===== src/rtl/seq_stream_ctrl.sv =====
// Byte-stream front end for the serial "1011" detector: serializes frames,
// counts detector hits, flushes between frames and returns one record per frame.
module seq_stream_ctrl #(
    parameter int CNT_W = 8,
    parameter int POS_W = 16
) (
    input  logic             clk,
    input  logic             rst_n,
    input  logic [7:0]       s_data,
    input  logic             s_last,
    input  logic             s_valid,
    output logic             s_ready,
    output logic             det_bit,
    input  logic             det_hit,
    output logic [CNT_W-1:0] res_count,
    output logic [POS_W-1:0] res_first_pos,
    output logic             res_found,
    output logic             res_err,
    output logic             res_valid,
    input  logic             res_ready,
    output logic             busy
);

    typedef enum logic [2:0] {
        IDLE,
        SHIFT,
        DISCARD,
        FLUSH0,
        FLUSH1,
        REPORT
    } state_t;

    state_t state, state_nx;

    logic [7:0]       pend;
    logic             pend_last;
    logic             pend_valid;
    logic [7:0]       shreg;
    logic [2:0]       bit_cnt;
    logic             cur_last;
    logic [POS_W-1:0] idx;
    logic [POS_W-1:0] bit_pos;
    logic [CNT_W-1:0] count;
    logic [POS_W-1:0] first_pos;
    logic             err;
    logic             inflight;

    logic accept;
    logic load;
    logic start;
    logic underrun;
    logic byte_end;

    assign accept   = s_valid && s_ready;
    assign start    = (state == IDLE) && pend_valid;
    assign byte_end = (state == SHIFT) && (bit_cnt == 3'd7);
    assign underrun = byte_end && !cur_last && !pend_valid;

    always_comb begin
        state_nx = state;
        s_ready  = 1'b0;
        det_bit  = 1'b0;
        load     = 1'b0;
        unique case (state)
            IDLE: begin
                s_ready = !pend_valid;
                if (pend_valid) begin
                    load     = 1'b1;
                    state_nx = SHIFT;
                end
            end
            SHIFT: begin
                s_ready = !pend_valid;
                det_bit = shreg[7];
                if (bit_cnt == 3'd7) begin
                    if (cur_last)        state_nx = FLUSH0;
                    else if (pend_valid) load     = 1'b1;
                    else                 state_nx = DISCARD;
                end
            end
            DISCARD: begin
                s_ready = 1'b1;
                // A last byte ends the aborted frame whether pending or arriving now
                if ((pend_valid && pend_last) || (s_valid && s_last))
                    state_nx = FLUSH0;
            end
            FLUSH0:  state_nx = FLUSH1;
            FLUSH1:  state_nx = REPORT;
            REPORT: begin
                if (res_ready) state_nx = IDLE;
            end
            default: state_nx = IDLE;
        endcase
    end

    always_ff @(posedge clk or negedge rst_n) begin
        if (!rst_n) state <= IDLE;
        else        state <= state_nx;
    end

    always_ff @(posedge clk or negedge rst_n) begin
        if (!rst_n) begin
            pend       <= '0;
            pend_last  <= 1'b0;
            pend_valid <= 1'b0;
        end else if (load || state == DISCARD) begin
            pend_valid <= 1'b0;
        end else if (accept) begin
            pend       <= s_data;
            pend_last  <= s_last;
            pend_valid <= 1'b1;
        end
    end

    always_ff @(posedge clk or negedge rst_n) begin
        if (!rst_n) begin
            shreg    <= '0;
            bit_cnt  <= '0;
            cur_last <= 1'b0;
        end else if (load) begin
            shreg    <= pend;
            cur_last <= pend_last;
            bit_cnt  <= '0;
        end else if (state == SHIFT) begin
            shreg   <= {shreg[6:0], 1'b0};
            bit_cnt <= bit_cnt + 3'd1;
        end
    end

    always_ff @(posedge clk or negedge rst_n) begin
        if (!rst_n) begin
            idx       <= '0;
            bit_pos   <= '0;
            count     <= '0;
            first_pos <= '0;
            err       <= 1'b0;
            inflight  <= 1'b0;
        end else begin
            inflight <= (state == SHIFT);
            if (start) begin
                idx       <= '0;
                count     <= '0;
                first_pos <= '0;
                err       <= 1'b0;
            end else begin
                if (state == SHIFT) begin
                    bit_pos <= idx;
                    if (idx != '1) idx <= idx + 1'b1;
                end
                // det_hit belongs to the bit driven one cycle earlier
                if (inflight && det_hit) begin
                    if (count != '1) count <= count + 1'b1;
                    if (count == '0) first_pos <= bit_pos;
                end
                if (underrun) err <= 1'b1;
            end
        end
    end

    assign res_count     = count;
    assign res_first_pos = first_pos;
    assign res_found     = (count != '0);
    assign res_err       = err;
    assign res_valid     = (state == REPORT);
    assign busy          = (state != IDLE);

endmodule


===== config.mk =====
export PLATFORM = sky130hd
export DESIGN_NAME = seq_stream_ctrl
export DESIGN_NICKNAME = d
export VERILOG_FILES = /design/src/rtl/seq_stream_ctrl.sv
export SDC_FILE = /design/constraint.sdc
export NUM_CORES = 1
export LEC_CHECK = 0
export ABC_CLOCK_PERIOD_IN_PS = 5200
export CAP_MARGIN = 20
export CORE_AREA = 2 2 94 96
export CTS_CLUSTER_DIAMETER = 200
export DETAILED_ROUTE_END_ITERATION = 8
export DIE_AREA = 0 0 96 98
export GPL_ROUTABILITY_DRIVEN = 0
export PLACE_DENSITY = 0.66
export SLEW_MARGIN = 20
export SYNTH_ARGS = -nofsm -noshare
export SYNTH_HDL_FRONTEND = slang
export SYNTH_SLANG_ARGS = --single-unit

===== constraint.sdc =====
create_clock -name clk -period 5.2 [get_ports clk]
set_input_delay 1.04 -clock clk [delete_from_list [all_inputs] [get_ports clk]]
set_output_delay 1.04 -clock clk [all_outputs]
set_load 0.03 [all_outputs]

# [Word-level counts from Yosys, hierarchy flattened]
# Index checks and enable logic that the tools add are counted.
[totals] register_bits=83 wordCells=92 input_bits=14
[classes] n_reduce_logical=31 n_mux=30 eq_ne=13 addsub=3 bitwise=2
[ops] cell="16-bit two-way mux" n=6
[ops] cell="8-bit two-way mux" n=5
[ops] cell="3-bit two-way mux" n=8
[ops] cell="3-bit case mux with 6 select lines" n=1
[ops] cell="16-bit by 1-bit adder with 16-bit output (second input constant)" n=1
[ops] cell="16-bit != test (second input constant)" n=1
[ops] cell="2-bit nonzero test" n=8
[ops] cell="2-bit AND reduction" n=5
[ops] cell="3-bit == test (second input constant)" n=3
[ops] cell="8-bit by 1-bit adder with 8-bit output (second input constant)" n=1
[ops] cell="1-bit logical AND" n=8
[ops] cell="8-bit logical NOT" n=1
[ops] cell="1-bit two-way mux" n=8
[ops] cell="8-bit != test (second input constant)" n=1
[ops] cell="8-bit nonzero test" n=1
[ops] cell="3-bit by 2-bit == test with 1-bit output (second input constant)" n=2
[ops] cell="5-bit AND reduction" n=1
[ops] cell="2-bit by 1-bit != test with 1-bit output (second input constant)" n=2
[ops] cell="2-bit != test (second input constant)" n=2
[ops] cell="1-bit case mux with 2 select lines" n=2
[ops] cell="3-bit by 1-bit adder with 3-bit output (second input constant)" n=1
[ops] cell="3-bit by 1-bit == test with 1-bit output (second input constant)" n=1
[ops] cell="3-bit logical NOT" n=1
[ops] cell="3-bit != test (second input constant)" n=1
[ops] cell="other kinds (5)" n=8

# [Longest topological paths before layout]
# Gate-level depths: netlist (run 1).
[depth] depth_word=7 mapped_depth=8 mapped_depth_nobuf=7

# [Worst setup path after synthesis (run 1)]
# Ideal clock, no wire load.
[synth_path] kind="register to output" from="register state[0]" to="output det_bit" path_slack_ps=2835 arrival_ps=1325 stages_incl_launch_ff=6 required_time_ps=4160 n_path_buf=1 path_cell_list="dfrtp_1 nor2b_1 nand2b_1 inv_1 buf_2 and2_1"
[synth_via] elab_chain_cells=2
[synth_lines] item="start: declaration" line="33" text="state_t state, state_nx;"
[synth_lines] item="start signal: assignment" line="98" text="else state <= state_nx;"
[synth_lines] item="3-bit by 1-bit == test with 1-bit output" line="64" text="unique case (state)"
[synth_lines] item="1-bit two-way mux" line="64"
[synth_lines] item="end: declaration" line="13" text="output logic det_bit,"
# No other way between the ends.

# [Worst setup path in the final report (run 1)]
# Ends and elaborated chain as after synthesis.

==> flow_summary.yaml, run 1 <==
detailed_routing:
  dr_total_vias: 2730
  avgRoutedWirePerCell_microns: 13.91
  dr.pass1.iters: 4
  remaining_drc_errors: 0
  vias_per_cell: 5.311
  drt-total-wl_mm: 7.152
  first_iter_violations: 117
  final_antenna_net_count: 0
critical_path:
  path_max_fanout: 29
  critPathKind: "register to output port"
  rr_startpoint: "state[2]"
  crit_path_start_kind: "register"
  startpoint: "state[0]"
  cp_common_cell: "buf_4"
  critPathArrivalTime_ns: 2.57
  critPathSlowestCell: "clkdlybuf4s50_1"
  slowest_delay_ns: 0.67
  end_kind: "output port"
  cp_cell_sequence: "nor2b_1, nand2b_1, buf_4, inv_1, buf_4, and2_1, clkdlybuf4s50_1"
  required_ns: 4.16
cts:
  hold_buffers: 0
  clock-root-buffer: "clkbuf_8"
  cts.sinks: 83
  cts_made_buffers: 9
  cts_resized: 0
  cts_max_level: 3
  cts_tree: "yes"
  clk_path_buf_depth: 2
  clk_latency_ns: 0.35
  clk_pin_slew_ns: 0.08
  post_cts_buffers: 0
global_route:
  grt_pass1_wl_mm: 12.99
  grtUsageTotal_pct: 17.40
  grt_max_degree: 84
  grt_pass1_vias: 2764
  antenna_found_initial: 0
  globalRouteOverflowTotal: 0
synth:
  syn_area_per_cell_sq_um: 10.40
  synth_area_sq_um: 3714
  ys_seq_area_share_pct: 55.93
  netlist_instances: 357
  yosysWarnings: 0
  synth-seq-cells: 83
  synth_cell_type_count: 47
  synth_nets: 376
place:
  dpl-instance-area_sq_um: 4219
  dp_hpwl_mm: 4.825
  io_buffer_count: 43
  place_worst_setup_slack_ns: 1.984
die:
  initial_utilization_pct: 43.87
  ioPinCount: 44
  die_h_microns: 98
  rows: 34
  coreArea_sq_um: 8466
  dieArea_sq_um: 9408
  die_w_microns: 96
timing:
  slew_headroom_pct: 35.31
  finalSetupTns_ns: 0
  period_share_pct: 69.51
  tightest_slew_ns: 0.9652
  finalSetupViolations: 0
  fmax_mhz: 276.6
  rsz0062_at_grt: "no"
  layout_setup_ws_ns: 1.585
  period_needed_ns: 3.615
  hold_viol: 0
  maxSlewViolCount: 0
  finalClockSkew_ns: 0.01040
power_and_ir_drop:
  power_density_nw_per_um2: 462.3
  total_power_w: 0.002038
  power_leakage_nw: 2.045
  vdd.ir_drop.worst_v: 0.0002106
finish:
  nFillCells: 776
  drive_above_1_share_pct: 9.606
  regArea_sq_um: 2077
  nets: 420
  final_area_sq_um: 4409
  n_antenna_cell: 0
  fin_util_pct: 52.08
  final_common_cell: "dfrtp_1"
  final_cell_mix: "dfrtp_1, nand2_1, clkdlybuf4s50_1, nor2_1, a22o_1"
  multi_input_area_sq_um: 1530
  areaGrowthSynthToFinish_pct: 18.73
run:
  cap_violations: 0
hold_path:
  min_path_type: "register to register"
  min-delay-start: "bit_pos[6]"
outcome:
  status: "complete, no violations"
registers in the layout, indices dropped and copies added (netlist names):
name / cells
inflight: 1
state: 3
idx: 16
bit_pos: 16
res_count: 8
res_err: 1
pend_last: 1
bit_cnt: 3
pend: 8
cur_last: 1
res_first_pos: 16
shreg: 8
pend_valid: 1
cells by family after synthesis:
group | after synthesis | share of synthesized area, %
adders and majority gates | 5 | 1.685
and+or+nand+nor | 156 | 20.42
buffers and inverters | 22 | 2.864
DFF | 83 | 55.93
muxes | 12 | 3.572
xor gates and xnor gates | 11 | 2.595
AOI/OAI and AO/OA | 68 | 12.94
worst paths after layout:
| path | to | slack, ns | cells after the start |
|---|---|---|---|
| min in group asynchronous | state[2] | 0.72 | 1 |
| min | bit_pos[6] | 0.48 | 2 |
| max | det_bit | 1.59 | 7 |
| max reg2reg | shreg[1] | 2.86 | 5 |
| max in group asynchronous | bit_pos[14] | 3.96 | 1 |
| min reg2reg | bit_pos[6] | 0.48 | 2 |
cell usage after synthesis (all sizes together):
| cell type | number | area (sq um) |
|---|---|---|
| o21a | 2 | 15.01 |
| inv | 9 | 33.78 |
| nor3 | 6 | 35.03 |
| a211oi | 1 | 7.510 |
| a222oi | 1 | 10.01 |
| a221o | 1 | 10.01 |
| nand2b | 5 | 38.78 |
| o31ai | 2 | 15.01 |
| or2 | 2 | 12.51 |
| nand4 | 6 | 52.55 |
| nand2 | 77 | 289.0 |
| dfrtp | 83 | 2077 |
| nor4 | 6 | 52.55 |
| o211ai | 2 | 15.01 |
| and4 | 1 | 8.760 |
| a211o | 1 | 8.760 |
| nor3b | 4 | 30.03 |
| a22o | 18 | 157.7 |
| and2 | 4 | 25.02 |
| mux2i | 2 | 20.02 |
| o21ai | 14 | 73.82 |
| xnor2 | 8 | 70.07 |
| clkbuf | 5 | 18.77 |
| a22oi | 6 | 45.04 |
| and3 | 6 | 40.03 |
| a21oi | 11 | 55.05 |
| a31oi | 3 | 18.77 |
| o2bb2ai | 2 | 17.52 |
| nor4b | 1 | 8.760 |
| ha | 5 | 62.56 |
| nand3 | 10 | 50.05 |
| a21o | 3 | 22.52 |
| mux2 | 10 | 112.6 |
| nor2b | 4 | 25.02 |
| a32oi | 1 | 8.760 |
| buf | 8 | 53.80 |
| xor2 | 3 | 26.28 |
| nor2 | 24 | 90.09 |
power by group:
group,switching [W],internal (W)
Sequential,0.0000987,0.000777
Combinational,0.000466,0.000280
Clock,0.000241,0.000176
stage by stage:
step / hold WS, ns / instances
global placement: 0.4604 / 497
global route: 0.5050 / 514
finish: 0.4787 / 514
CTS: 0.4861 / 513
floorplan: 0.4448 / 357
detailed placement: 0.4621 / 497
worst max-delay path: cells and delay by family (launching register included):
family	cells	cell delay, ns
buffers and inverters	4	1.26
flip-flops	1	0.45
AND/OR/NAND/NOR	3	0.51
layer usage:
layer	track usage, %	wire length (microns)	vias to the layer above
met2	26.44	3377	38
met4	7.912	136	0
li1	-	-	1340
met3	3.781	205	9
met1	23.75	3433	1343
met5	0	0	-
cell type report:
| class | count | share of cell area (%) |
|---|---|---|
| tap | 108 | 3.065 |
| timing repair buffer | 46 | 10.30 |
| sequential | 83 | 47.11 |
| clock inverter | 7 | 1.249 |
| clock buffer | 9 | 2.809 |
| multi-input combinational | 252 | 34.70 |
| inverter | 9 | 0.7662 |
(Power assumes the default switching activity.)
==> inputs of run 2 (changes only) <==
--- a/config.mk
+++ b/config.mk
@@ -5,14 +5,14 @@
 export SDC_FILE = /design/constraint.sdc
 export NUM_CORES = 1
 export LEC_CHECK = 0
-export ABC_CLOCK_PERIOD_IN_PS = 5200
+export ABC_CLOCK_PERIOD_IN_PS = 3000
 export CAP_MARGIN = 20
 export CORE_AREA = 2 2 94 96
 export CTS_CLUSTER_DIAMETER = 200
 export DETAILED_ROUTE_END_ITERATION = 8
 export DIE_AREA = 0 0 96 98
 export GPL_ROUTABILITY_DRIVEN = 0
-export PLACE_DENSITY = 0.66
+export PLACE_DENSITY = 0.68
 export SLEW_MARGIN = 20
 export SYNTH_ARGS = -nofsm -noshare
 export SYNTH_HDL_FRONTEND = slang
==> constraint.sdc (replaced) <==
create_clock -name clk -period 3 [get_ports clk]
set_input_delay 0.6 -clock clk [delete_from_list [all_inputs] [get_ports clk]]
set_output_delay 0.6 -clock clk [all_outputs]
set_load 0.03 [all_outputs]
==> flow_summary.yaml, run 2 (same netlist as run 1, synthesis figures left out) <==
cts:
  clk_pin_slew_ns: 0.09
  clk_latency_ns: 0.34
  cts.sinks: 83
  cts_made_buffers: 9
  cts_resized: 0
  clk_path_buf_depth: 2
  cts_tree: "yes"
  hold_buffers: 0
  clock-root-buffer: "clkbuf_8"
  post_cts_buffers: 0
  cts_max_level: 3
timing:
  finalClockSkew_ns: 0.01049
  finalSetupViolations: 0
  slew_headroom_pct: 34.85
  finalSetupTns_ns: 0
  layout_setup_ws_ns: 0.3952
  maxSlewViolCount: 0
  rsz0062_at_grt: "no"
  period_share_pct: 86.83
  period_needed_ns: 2.605
  tightest_slew_ns: 0.9736
  fmax_mhz: 383.9
  hold_viol: 0
die:
  die_h_microns: 98
  initial_utilization_pct: 43.87
  dieArea_sq_um: 9408
  rows: 34
  die_w_microns: 96
  ioPinCount: 44
  coreArea_sq_um: 8466
finish:
  regArea_sq_um: 2077
  nFillCells: 799
  fin_util_pct: 52.79
  nets: 419
  final_common_cell: "dfrtp_1"
  final_cell_mix: "dfrtp_1, nand2_1, clkdlybuf4s50_1, nor2_1, a22o_1"
  drive_above_1_share_pct: 9.630
  final_area_sq_um: 4469
  n_antenna_cell: 0
  areaGrowthSynthToFinish_pct: 20.35
  multi_input_area_sq_um: 1530
detailed_routing:
  drt-total-wl_mm: 7.034
  vias_per_cell: 5.343
  dr.pass1.iters: 4
  final_antenna_net_count: 0
  avgRoutedWirePerCell_microns: 13.71
  remaining_drc_errors: 0
  dr_total_vias: 2741
  first_iter_violations: 168
critical_path:
  path_max_fanout: 5
  critPathSlowestCell: "clkdlybuf4s50_1"
  reg2reg_setup_slack_ns: 0.74
  end_kind: "output port"
  required_ns: 2.40
  worst-path-buf-inv: 2
  cp_cell_sequence: "inv_1, ha_1, nor4b_1, nand2_1, clkdlybuf4s50_1"
  critPathArrivalTime_ns: 2.00
  crit_path_start_kind: "register"
  critPathKind: "register to output port"
  cp_top_family: "buffers and inverters"
  slowest_delay_ns: 0.62
global_route:
  grtUsageTotal_pct: 16.75
  globalRouteOverflowTotal: 0
  grt_pass1_vias: 2658
  grt_pass1_wl_mm: 12.60
  antenna_found_initial: 0
  grt_max_degree: 84
place:
  place_worst_setup_slack_ns: 0.6951
  dpl-instance-area_sq_um: 4217
  io_buffer_count: 43
  dp_hpwl_mm: 4.873
power_and_ir_drop:
  power_density_nw_per_um2: 839.7
  total_power_w: 0.003753
  vdd.ir_drop.worst_v: 0.0005634
  power_leakage_nw: 2.080
hold_path:
  min_path_type: "input pin to asynchronous set/reset pin"
run:
  cap_violations: 0
outcome:
  status: "complete, no violations"
[run 2: final cells by class]
type                            instances  share of cell area (%)
Sequential cell                        83                   46.47
Multi-Input combinational cell        252                   34.24
Clock buffer                           10                   3.080
Inverter                                9                  0.7559
Tap cell                              108                   3.024
Clock inverter                          6                   2.492
Timing Repair Buffer                   45                   9.938
[run 2: path summary, 6_finish.rpt]
path | cells after the start | end | from
setup / recovery | 5 | res_found | res_count[0]
hold / removal | 1 | pend[0] | rst_n
setup reg to reg | 5 | shreg[1] | state[2]
hold reg to reg | 2 | bit_pos[5] | bit_pos[5]
max in group asynchronous | 1 | bit_pos[9] | rst_n
min in group clk | 2 | bit_pos[5] | bit_pos[5]
[run 2: layer usage]
| layer | track usage [%] | share of wire [%] | up-vias |
|---|---|---|---|
| met5 | 0 | 0 | - |
| met4 | 6.593 | 1.1 | 0 |
| met3 | 3.627 | 3.4 | 6 |
| met2 | 24.25 | 48 | 54 |
| met1 | 24.49 | 48 | 1349 |
| li1 | - | - | 1332 |
[run 2: power by group]
group          internal (W)  total [W]  leakage, nW  switching [W]
Clock              0.000578   0.000973        0.123       0.000395
Combinational      0.000470    0.00126        0.849       0.000792
Sequential          0.00135    0.00152         1.11       0.000171
[run 2: stage by stage]
step                hold WS [ns]  std cells
floorplan                 0.3044        357
global placement          0.4576        497
detailed placement        0.4633        497
CTS                       0.4691        513
global route              0.3365        513
finish                    0.2834        513
==> inputs of run 3 (changes only) <==
--- a/config.mk
+++ b/config.mk
@@ -5,7 +5,7 @@
 export SDC_FILE = /design/constraint.sdc
 export NUM_CORES = 1
 export LEC_CHECK = 0
-export ABC_CLOCK_PERIOD_IN_PS = 3000
+export ABC_CLOCK_PERIOD_IN_PS = 2200
 export CAP_MARGIN = 20
 export CORE_AREA = 2 2 94 96
 export CTS_CLUSTER_DIAMETER = 200
@@ -17,3 +17,4 @@
 export SYNTH_ARGS = -nofsm -noshare
 export SYNTH_HDL_FRONTEND = slang
 export SYNTH_SLANG_ARGS = --single-unit
+export TNS_END_PERCENT = 5
==> constraint.sdc (replaced) <==
create_clock -name clk -period 2.2 [get_ports clk]
set_input_delay 0.44 -clock clk [delete_from_list [all_inputs] [get_ports clk]]
set_output_delay 0.44 -clock clk [all_outputs]
set_load 0.03 [all_outputs]
==> flow_summary.yaml, run 3 (same netlist as run 1, synthesis figures left out) <==
timing:
  period_share_pct: 97.76
  tightest_slew_ns: 0.6116
  rsz0062_at_grt: "yes"
  hold_slack_ns: 0.04505
  finalSetupViolations: 0
  slew_headroom_pct: 58.95
  finalSetupTns_ns: 0
  finalClockSkew_ns: 0.01374
  maxSlewViolCount: 0
  period_needed_ns: 2.151
  fmax_mhz: 465.0
  hold_viol: 0
cts:
  cts.sinks: 83
  cts_tree: "yes"
  clk_latency_ns: 0.35
  clk_path_buf_depth: 2
  clk_pin_slew_ns: 0.09
  post_cts_buffers: 0
  cts_max_level: 3
  clock-root-buffer: "clkbuf_8"
  cts_made_buffers: 9
place:
  dp_cells: 506
  io_buffer_count: 43
  dpl-instance-area_sq_um: 4284
  dp_hpwl_mm: 5.079
detailed_routing:
  dr_total_vias: 2746
  dr.pass1.iters: 4
  remaining_drc_errors: 0
  vias_per_cell: 5.261
  avgRoutedWirePerCell_microns: 13.80
  first_iter_violations: 137
  final_antenna_net_count: 0
  drt-total-wl_mm: 7.204
global_route:
  antenna_found_initial: 0
  grt_pass1_vias: 2671
  grt_pass1_wl_mm: 12.69
  grt_max_degree: 42
  globalRouteOverflowTotal: 0
  grtUsageTotal_pct: 16.96
critical_path:
  rr_startpoint: "idx[0]"
  critPathArrivalTime_ns: 1.71
  reg2reg_depth: 6
  crit_path_start_kind: "register"
  reg2reg_setup_slack_ns: 0.23
  path_max_fanout: 5
  critPathKind: "register to output port"
  timing.rr.end: "idx[14]"
  required_ns: 1.76
  end_kind: "output port"
  startpoint: "res_count[0]"
run:
  cap_violations: 0
die:
  rows: 34
  die_h_microns: 98
  die_w_microns: 96
  coreArea_sq_um: 8466
  dieArea_sq_um: 9408
  initial_utilization_pct: 43.87
  ioPinCount: 44
hold_path:
  min_path_type: "input pin to asynchronous set/reset pin"
finish:
  final_common_cell: "dfrtp_1"
  drive_above_1_share_pct: 12.80
  nets: 428
  n_antenna_cell: 0
  areaGrowthSynthToFinish_pct: 21.02
  finalNonFillerCells: 522
  final_area_sq_um: 4494
  final_cell_mix: "dfrtp_1, nand2_1, clkdlybuf4s50_1, nor2_1, a22o_1"
power_and_ir_drop:
  vdd.ir_drop.worst_v: 0.0006581
  power_density_nw_per_um2: 1119
  power_leakage_nw: 2.112
outcome:
  status: "complete, no violations"
-- run 3: cell types whose count changed in the layout (fill, tap and decap cells not counted), sizes merged --
cell / delta
buf: +9
clkdlybuf4s50: -4
clkinv: +3
bufinv: -2
dlygate4sd2: +2
clkbuf: +1
clkdlybuf4s15: +1
inv: -1
-- run 3: worst max-delay path by stage --
stage / end / depth (start not counted)
2_1_floorplan: res_first_pos[10] / 7
3_3_place_gp: res_first_pos[11] / 5
3_5_place_dp: res_first_pos[10] / 5
4_1_cts: res_found / 5
5_1_grt: res_found / 5
6_report: res_found / 5
-- run 3: final cells by class --
| cell class | instances | area (sq um) |
|---|---|---|
| tap | 108 | 135.1 |
| clock buffer | 10 | 137.6 |
| multi-input combinational | 252 | 1544 |
| inverter | 9 | 33.78 |
| fill | 761 | 3971 |
| timing repair buffer | 54 | 501.7 |
| sequential | 83 | 2077 |
| clock inverter | 6 | 65.06 |
-- run 3: power by group --
| part | internal, W | switching, W |
|---|---|---|
| registers | 0.00184 | 0.000222 |
| clock network | 0.000555 | 0.000549 |
| logic | 0.000715 | 0.00115 |
-- run 3: worst max-delay path: stages (launching register included) --
cell and delay (ns):
dfrtp_1 0.44, inv_1 0.08, ha_1 0.13, nor4b_1 0.22, nand2_1 0.17, clkdlybuf4s15_2 0.31
-- run 3: timing repair --
item                       4_1_cts  5_1_grt
setup endpoints to repair        4       19
resized for setup                7        5
hold buffers                     0        0
pin swaps                        0        1
-- run 3: through the flow --
step | worst slack (ns) | util (%) | power [W]
6_report | 0.04932 | 53.09 | 0.005027
5_1_grt | -0.05058 | 53.09 | 0.005405
4_1_cts | 0.04180 | 53.00 | 0.005041
3_5_place_dp | 0.04941 | 50.61 | 0.003955
3_3_place_gp | 0.08712 | 50.61 | 0.003892
2_1_floorplan | 0.1558 | - | 0.003391
-- run 3: metal layers --
metal  track usage [%]  share of wire [%]
met1             23.65                 47
met2             26.07                 48
met3             3.704                3.6
met4             5.934                1.5
met5                 0                  0
